==> src/rtl/prefix_adder_arbiter_pkg.sv <==
// Shared definitions for the two-requester arbiter wrapped around the pipelined prefix adder.
// Holds the default sizes and the tag encoding carried beside each operation.
package prefix_adder_arbiter_pkg;

    localparam int W_DEFAULT   = 32;
    localparam int LAT_DEFAULT = 5;

    typedef logic req_id_t;

    localparam req_id_t REQ_ID0 = 1'b0;
    localparam req_id_t REQ_ID1 = 1'b1;

    typedef struct packed {
        logic    valid;
        req_id_t id;
    } tag_t;

endpackage

==> src/rtl/prefix_adder_arbiter_if.sv <==
// Request/response bundle between two requesters and the shared adder arbiter.
// The master side presents operations; the slave side grants them and returns results.
interface prefix_adder_arbiter_if
    import prefix_adder_arbiter_pkg::*;
#(
    parameter int W = W_DEFAULT
);
    logic         req0_valid;
    logic         req1_valid;
    logic         req0_ready;
    logic         req1_ready;
    logic [W-1:0] req0_a;
    logic [W-1:0] req0_b;
    logic [W-1:0] req1_a;
    logic [W-1:0] req1_b;
    logic         req0_c;
    logic         req1_c;
    logic         resp0_valid;
    logic         resp1_valid;
    logic [W-1:0] resp_sum;
    logic         resp_cout;
    logic         busy;

    modport master (
        output req0_valid, req1_valid, req0_a, req0_b, req1_a, req1_b, req0_c, req1_c,
        input  req0_ready, req1_ready, resp0_valid, resp1_valid, resp_sum, resp_cout, busy
    );

    modport slave (
        input  req0_valid, req1_valid, req0_a, req0_b, req1_a, req1_b, req0_c, req1_c,
        output req0_ready, req1_ready, resp0_valid, resp1_valid, resp_sum, resp_cout, busy
    );

endinterface

==> src/rtl/prefix_adder_arbiter_prefixadder.sv <==
// Kogge-Stone prefix adder followed by a LAT-deep register line; no reset, the
// surrounding logic qualifies every result with its own valid pipeline.
module prefixadder
    import prefix_adder_arbiter_pkg::*;
#(
    parameter int W   = W_DEFAULT,
    parameter int LAT = LAT_DEFAULT
) (
    input  logic         clock,
    input  logic [W-1:0] a,
    input  logic [W-1:0] b,
    input  logic         c,
    output logic [W-1:0] sum,
    output logic         cout
);
    // Carry-in rides as bit 0 of an extended (W+1)-bit generate/propagate vector.
    localparam int N      = W + 1;
    localparam int LEVELS = $clog2(N);
    localparam int IW     = $clog2(N);
    localparam int LINE_W = LAT * (W + 1);

    logic [W-1:0]            sum_c;
    logic                    cout_c;
    logic [LAT-1:0][W:0]     stage;

    // NOTE: every variable written here gets a value before any branch or loop,
    // so no path leaves it holding its old value and no latch is inferred.
    always_comb begin : prefix_tree
        logic [N-1:0] g;
        logic [N-1:0] p;
        logic [N-1:0] g_nxt;
        logic [N-1:0] p_nxt;
        g      = {a & b, c};
        p      = {a ^ b, 1'b0};
        g_nxt  = g;
        p_nxt  = p;
        for (int l = 0; l < LEVELS; l++) begin
            g_nxt = g;
            p_nxt = p;
            for (int i = (1 << l); i < N; i++) begin
                g_nxt[IW'(i)] = g[IW'(i)] | (p[IW'(i)] & g[IW'(i - (1 << l))]);
                p_nxt[IW'(i)] = p[IW'(i)] & p[IW'(i - (1 << l))];
            end
            g = g_nxt;
            p = p_nxt;
        end
        sum_c  = (a ^ b) ^ g[W-1:0];
        cout_c = g[W];
    end

    // NOTE: the result line is pure datapath and is deliberately left without
    // reset; stale contents are harmless because nothing downstream trusts them
    // without a matching valid bit.
    always_ff @(posedge clock) begin
        stage <= LINE_W'({stage, cout_c, sum_c});
    end

    assign {cout, sum} = stage[LAT-1];

endmodule

==> src/rtl/prefix_adder_arbiter.sv <==
// Round-robin arbiter sharing one pipelined prefix adder between two requesters;
// a tag pipeline alongside the adder steers each result back to its owner.
module prefix_adder_arbiter
    import prefix_adder_arbiter_pkg::*;
#(
    parameter int W   = W_DEFAULT,
    parameter int LAT = LAT_DEFAULT
) (
    input  logic                   clock,
    input  logic                   reset,
    prefix_adder_arbiter_if.slave  bus
);
    localparam int TAG_LINE_W = LAT * $bits(tag_t);

    req_id_t             last_grant;
    logic                grant0;
    logic                grant1;
    logic                accept;
    req_id_t             win_id;

    logic [W-1:0]        op_a;
    logic [W-1:0]        op_b;
    logic                op_c;
    tag_t                op_tag;

    tag_t [LAT-1:0]      tag_pipe;
    tag_t                out_tag;
    logic [LAT-1:0]      pipe_valid;

    logic [W-1:0]        add_sum;
    logic                add_cout;

    logic                resp0_q;
    logic                resp1_q;
    logic [W-1:0]        resp_sum_q;
    logic                resp_cout_q;

    // A tie goes to whichever requester lost the most recent accept.
    always_comb begin
        grant0 = 1'b0;
        grant1 = 1'b0;
        if (!reset) begin
            if (bus.req0_valid && bus.req1_valid) begin
                grant0 = (last_grant == REQ_ID1);
                grant1 = (last_grant == REQ_ID0);
            end else begin
                grant0 = bus.req0_valid;
                grant1 = bus.req1_valid;
            end
        end
    end

    assign accept         = grant0 | grant1;
    assign win_id         = grant1 ? REQ_ID1 : REQ_ID0;
    assign bus.req0_ready = grant0;
    assign bus.req1_ready = grant1;

    // NOTE: all state updates use non-blocking assignments so every register
    // samples pre-edge values regardless of statement order.
    always_ff @(posedge clock) begin
        if (reset) begin
            last_grant <= REQ_ID1;
            op_a       <= '0;
            op_b       <= '0;
            op_c       <= 1'b0;
            op_tag     <= '{valid: 1'b0, id: REQ_ID0};
        end else if (accept) begin
            last_grant <= win_id;
            op_a       <= grant1 ? bus.req1_a : bus.req0_a;
            op_b       <= grant1 ? bus.req1_b : bus.req0_b;
            op_c       <= grant1 ? bus.req1_c : bus.req0_c;
            op_tag     <= '{valid: 1'b1, id: win_id};
        end else begin
            op_a       <= '0;
            op_b       <= '0;
            op_c       <= 1'b0;
            op_tag     <= '{valid: 1'b0, id: REQ_ID0};
        end
    end

    prefixadder #(
        .W   (W),
        .LAT (LAT)
    ) u_adder (
        .clock (clock),
        .a     (op_a),
        .b     (op_b),
        .c     (op_c),
        .sum   (add_sum),
        .cout  (add_cout)
    );

    // Tag line shifts in lockstep with the adder's result line.
    always_ff @(posedge clock) begin
        if (reset) begin
            tag_pipe <= '0;
        end else begin
            tag_pipe <= TAG_LINE_W'({tag_pipe, op_tag});
        end
    end

    assign out_tag = tag_pipe[LAT-1];

    for (genvar i = 0; i < LAT; i++) begin : g_valid
        assign pipe_valid[i] = tag_pipe[i].valid;
    end

    // Result bus is forced to zero outside a strobe so stale adder data never leaks.
    always_ff @(posedge clock) begin
        if (reset) begin
            resp0_q     <= 1'b0;
            resp1_q     <= 1'b0;
            resp_sum_q  <= '0;
            resp_cout_q <= 1'b0;
        end else begin
            resp0_q     <= out_tag.valid && (out_tag.id == REQ_ID0);
            resp1_q     <= out_tag.valid && (out_tag.id == REQ_ID1);
            resp_sum_q  <= out_tag.valid ? add_sum : '0;
            resp_cout_q <= out_tag.valid & add_cout;
        end
    end

    assign bus.resp0_valid = resp0_q;
    assign bus.resp1_valid = resp1_q;
    assign bus.resp_sum    = resp_sum_q;
    assign bus.resp_cout   = resp_cout_q;
    assign bus.busy        = op_tag.valid | (|pipe_valid);

endmodule

==> src/flat_wrapper.sv <==
// flat-port wrapper written by rule: the top's interface ports become plain ports
module prefix_adder_arbiter_flat import prefix_adder_arbiter_pkg::*;
#(
    parameter int W   = W_DEFAULT,
    parameter int LAT = LAT_DEFAULT
)
  (clock, reset, bus_req0_valid, bus_req1_valid, bus_req0_a, bus_req0_b, bus_req1_a, bus_req1_b, bus_req0_c, bus_req1_c, bus_req0_ready, bus_req1_ready, bus_resp0_valid, bus_resp1_valid, bus_resp_sum, bus_resp_cout, bus_busy);
  prefix_adder_arbiter_if #(.W(W)) bus_i ();
  input  logic clock;
  input  logic reset;
  input wire logic [$bits(bus_i.req0_valid)-1:0] bus_req0_valid;
  input wire logic [$bits(bus_i.req1_valid)-1:0] bus_req1_valid;
  input wire logic [$bits(bus_i.req0_a)-1:0] bus_req0_a;
  input wire logic [$bits(bus_i.req0_b)-1:0] bus_req0_b;
  input wire logic [$bits(bus_i.req1_a)-1:0] bus_req1_a;
  input wire logic [$bits(bus_i.req1_b)-1:0] bus_req1_b;
  input wire logic [$bits(bus_i.req0_c)-1:0] bus_req0_c;
  input wire logic [$bits(bus_i.req1_c)-1:0] bus_req1_c;
  output wire logic [$bits(bus_i.req0_ready)-1:0] bus_req0_ready;
  output wire logic [$bits(bus_i.req1_ready)-1:0] bus_req1_ready;
  output wire logic [$bits(bus_i.resp0_valid)-1:0] bus_resp0_valid;
  output wire logic [$bits(bus_i.resp1_valid)-1:0] bus_resp1_valid;
  output wire logic [$bits(bus_i.resp_sum)-1:0] bus_resp_sum;
  output wire logic [$bits(bus_i.resp_cout)-1:0] bus_resp_cout;
  output wire logic [$bits(bus_i.busy)-1:0] bus_busy;
  assign bus_i.req0_valid = bus_req0_valid;
  assign bus_i.req1_valid = bus_req1_valid;
  assign bus_i.req0_a = bus_req0_a;
  assign bus_i.req0_b = bus_req0_b;
  assign bus_i.req1_a = bus_req1_a;
  assign bus_i.req1_b = bus_req1_b;
  assign bus_i.req0_c = bus_req0_c;
  assign bus_i.req1_c = bus_req1_c;
  assign bus_req0_ready = bus_i.req0_ready;
  assign bus_req1_ready = bus_i.req1_ready;
  assign bus_resp0_valid = bus_i.resp0_valid;
  assign bus_resp1_valid = bus_i.resp1_valid;
  assign bus_resp_sum = bus_i.resp_sum;
  assign bus_resp_cout = bus_i.resp_cout;
  assign bus_busy = bus_i.busy;
  prefix_adder_arbiter #(.W(W), .LAT(LAT)) u_core (.clock(clock), .reset(reset), .bus(bus_i));
endmodule
==> config.mk <==
export PLATFORM = sky130hd
export DESIGN_NAME = prefix_adder_arbiter_flat
export DESIGN_NICKNAME = d
export VERILOG_FILES = /design/src/rtl/prefix_adder_arbiter_pkg.sv /design/src/rtl/prefix_adder_arbiter_if.sv /design/src/rtl/prefix_adder_arbiter_prefixadder.sv /design/src/rtl/prefix_adder_arbiter.sv /design/src/flat_wrapper.sv
export SDC_FILE = /design/constraint.sdc
export NUM_CORES = 1
export LEC_CHECK = 0
export ABC_AREA = 1
export CAP_MARGIN = 5
export CELL_PAD_IN_SITES_DETAIL_PLACEMENT = 0
export CELL_PAD_IN_SITES_GLOBAL_PLACEMENT = 1
export CORE_AREA = 2 2 166 168
export DETAILED_ROUTE_END_ITERATION = 10
export DIE_AREA = 0 0 168 170
export GPL_ROUTABILITY_DRIVEN = 1
export MAX_ROUTING_LAYER = met4
export PLACE_DENSITY = 0.89
export SKIP_CTS_REPAIR_TIMING = 1
export SLEW_MARGIN = 20
export SYNTH_ARGS = -nofsm -noshare
export SYNTH_HDL_FRONTEND = slang
export SYNTH_HIERARCHICAL = 1
export SYNTH_SLANG_ARGS = --single-unit
==> constraint.sdc <==
create_clock -name clock -period 2.19 [get_ports clock]
set_input_delay 0.3285 -clock clock [delete_from_list [all_inputs] [get_ports clock]]
set_output_delay 0.3285 -clock clock [all_outputs]
set_load 0.05 [all_outputs]
==> summary.md <==
| Metric | Value |
|---|---|
| Synthesized Nets | 1,469 |
| Die Ht | 170 um |
| Avg Inst Size Synth | 7.87 um2 |
| Max clock buf depth | 3 |
| Hpwl dp | 15,800 um |
| Setup slack, reg-to-reg | 0.45 ns |
| Pwr/cell area | 906 nW/um2 |
| Fmax | 499 MHz |
| Vias in the first global route | 7,081 |
| Crit Path Max Fanout | 1 |
| Fin Hold WS | 0.319 ns |
| Cells after DPL | 1,752 |
| Most frequent cells in the layout | nand2_1 (314), dfxtp_1 (278), inv_1 (235) |
| Setup Skew | 0.0210 ns |
| Slew Viols, Final | 0 |
| Die area | 28,600 um2 |
| Wl on met1 | 10,400 um |
| Synth-to-Final Area Change | 28.0% |
| # setup viols final | 0 |
| Max layer used | met4 |
| DR DRC count | 0 |
| Hold Violations, Final | 0 |
| Final GP Congestion | 0.877 |
| Synth Instances | 1,302 |
| Iter 0 DRT Violations | 297 |
| DR WL met3 | 1190 um |
| Reg-to-Reg Start | u_core/op_a[24]$_SDFF_PP0_ |
| Library cells used by synthesis | 23 |
| Worst vdd ir | 0.537 mV |
| Synth Warn # | 6 |
| Crit-path cells | clkdlybuf4s50_1 |
| Row count | 60 |
| MaxCap Viol Count | 0 |
| Clk root buf | clkbuf_16 |
| Post-layout utilization of the core | 49.2% |
| WS Path Type | flip-flop to primary output |
| Drt pass-1 iters | 8 |
| Slew of the pin with the lowest slew margin | 0.510 ns |
| Routed wire length | 20,700 um |
| CTS tree | built |
| Largest net degree at the start of global routing | 104 |
| Via density | 4.14 |
| Top cell family by delay on the critical path | buffers and inverters |
| Routed Antenna Nets | 0 |
| Sequential-to-total area share from yosys stat | 54.3% |
| Share of cells above drive strength 1 | 5.40% |
| CP arrival | 1.67 ns |
| Die width | 168 um |
| Sink Count | 278 |
| H-Tree Depth | 1 |
| Worst hold start | u_core/u_adder/stage[50]$_DFF_P_ |
| Hold WC Path Type | flip-flop to flip-flop |
| CP max-delay cell | clkdlybuf4s50_1 |
| First-pass GRT wire length | 34,200 um |
| Mapped cell area | 10,200 um2 |
| Clock slew at reported path FFs | 0.07 ns |
| CP startpoint | u_core/bus.resp_cout$_SDFF_PP0_ |
| CTS Buf Count | 28 |
| Worst Path Buf+Inv | 1 |
| RSZ-0062 raised after global routing | no |
| CP peak stage delay | 0.80 ns |
| Status | finished clean |
| I/O Buffers | 171 |
| Initial Utilization | 38.4% |
| WL per Instance | 11.4 um |
| Setup crit end kind | primary output |
| Yosys reg bits | 278 |
| Commonest non-fill, non-tap cell in the layout | nand2_1 |
| Crit path time final | 2.00 ns |
| Fin nets | 1,608 |
| IO Count | 172 |
| Relative slew slack | 65.9% |
| Gr usage total | 15.1% |
| Worst-skew pair later-pin latency | 0.54 ns |
| Vias | 7,476 |
| Initial antenna violation count | 0 |
| WL met2 | 8870 um |
| CP Launch Type | flip-flop |
| Area of the core | 26,700 um2 |
| Diodes inserted | 0 |
| Worst EP required | 1.86 ns |
| Remaining global-route overflow | 0 |
| Leak | 6.48 nW |
| Layout Cells excl Fill | 1,804 |
| Period utilisation layout | 91.4% |
| Filler instances | 2,589 |
## flip-flops by register name, summed over array words and instances, names as in the netlist, 2 cells and up
signal                count
u_core/bus.resp_sum      32
u_core/op_a              32
u_core/op_b              32
u_core/op_tag             2
u_core/out_tag            2
u_core/pipe_valid         4
u_core/tag_pipe           4
u_core/u_adder/stage    132
u_core/u_adder/sum       32
## per-layer routing
metal / GRT usage (%) / vias up
li1: - / 4154
met1: 20.5 / 3112
met2: 23.2 / 194
met3: 3.00 / 16
met4: 3.40 / 0
met5: - / -
## final timing paths
check,cells past startpoint,end
worst max register to register,8,u_core/u_adder/stage[25]$_DFF_P_
worst max-delay path,1,bus_resp_cout
worst min register to register,0,u_core/u_adder/stage[83]$_DFF_P_
worst min-delay path,0,u_core/u_adder/stage[83]$_DFF_P_
## power by group
group	leakage (nW)	internal [W]	switching, W
combinational	3.68	0.000503	0.000612
clock	0.493	0.00305	0.00191
sequential	2.31	0.00567	0.000139
total	6.48	0.00922	0.00266
## final cells by class
type | instances | area (um2) | area share [%]
clock buffers | 37 | 795 | 6.06
clock inverters | 15 | 211 | 1.61
inverters | 235 | 882 | 6.73
multi-input cells | 718 | 3390 | 25.9
flip-flops and latches | 278 | 5570 | 42.5
well taps | 341 | 427 | 3.25
repair buffers | 180 | 1840 | 14.0
## cells in the mapped netlist
cell      count  area, um2
inv_1       235        882
nor2_2        3       18.8
nand3_1      89        445
o21bai_1      1       7.51
nand3_2       2       20.0
nand2_1     315       1180
xnor2_1       1       8.76
or2_2         1       6.26
ha_1         32        400
xor2_1       14        123
buf_4        37        278
fa_1          1       20.0
a21o_1        1       7.51
clkbuf_1     13       48.8
a21oi_1      86        430
nand4_1       4       25.0
nor3_1        5       25.0
nand2_2      10       62.6
buf_2        21        105
or2_4         1       8.76
nor2_1      150        563
and2_1        2       12.5
dfxtp_1     278       5570
## cells by family after synthesis
group           count (synthesis)  share of synthesized area [%]
simple gates                  582                           23.1
fa+ha+maj                      33                           4.10
compound gates                 88                           4.35
flops                         278                           54.3
xor+xnor                       15                           1.28
buf+inv                       306                           12.8
## stage by stage
stage	setup TNS (ns)	worst slack, ns	power, W	cell area (um2)
finish	0	0.187	0.0119	13100
global route	0	0.138	0.0125	13100
CTS	-0.0470	-0.0470	0.0121	13100
detailed placement	0	0.276	0.00704	12100
global placement	0	0.274	0.00703	12100
floorplan	0	0.572	0.00667	10200
(Power assumes the default switching activity.)
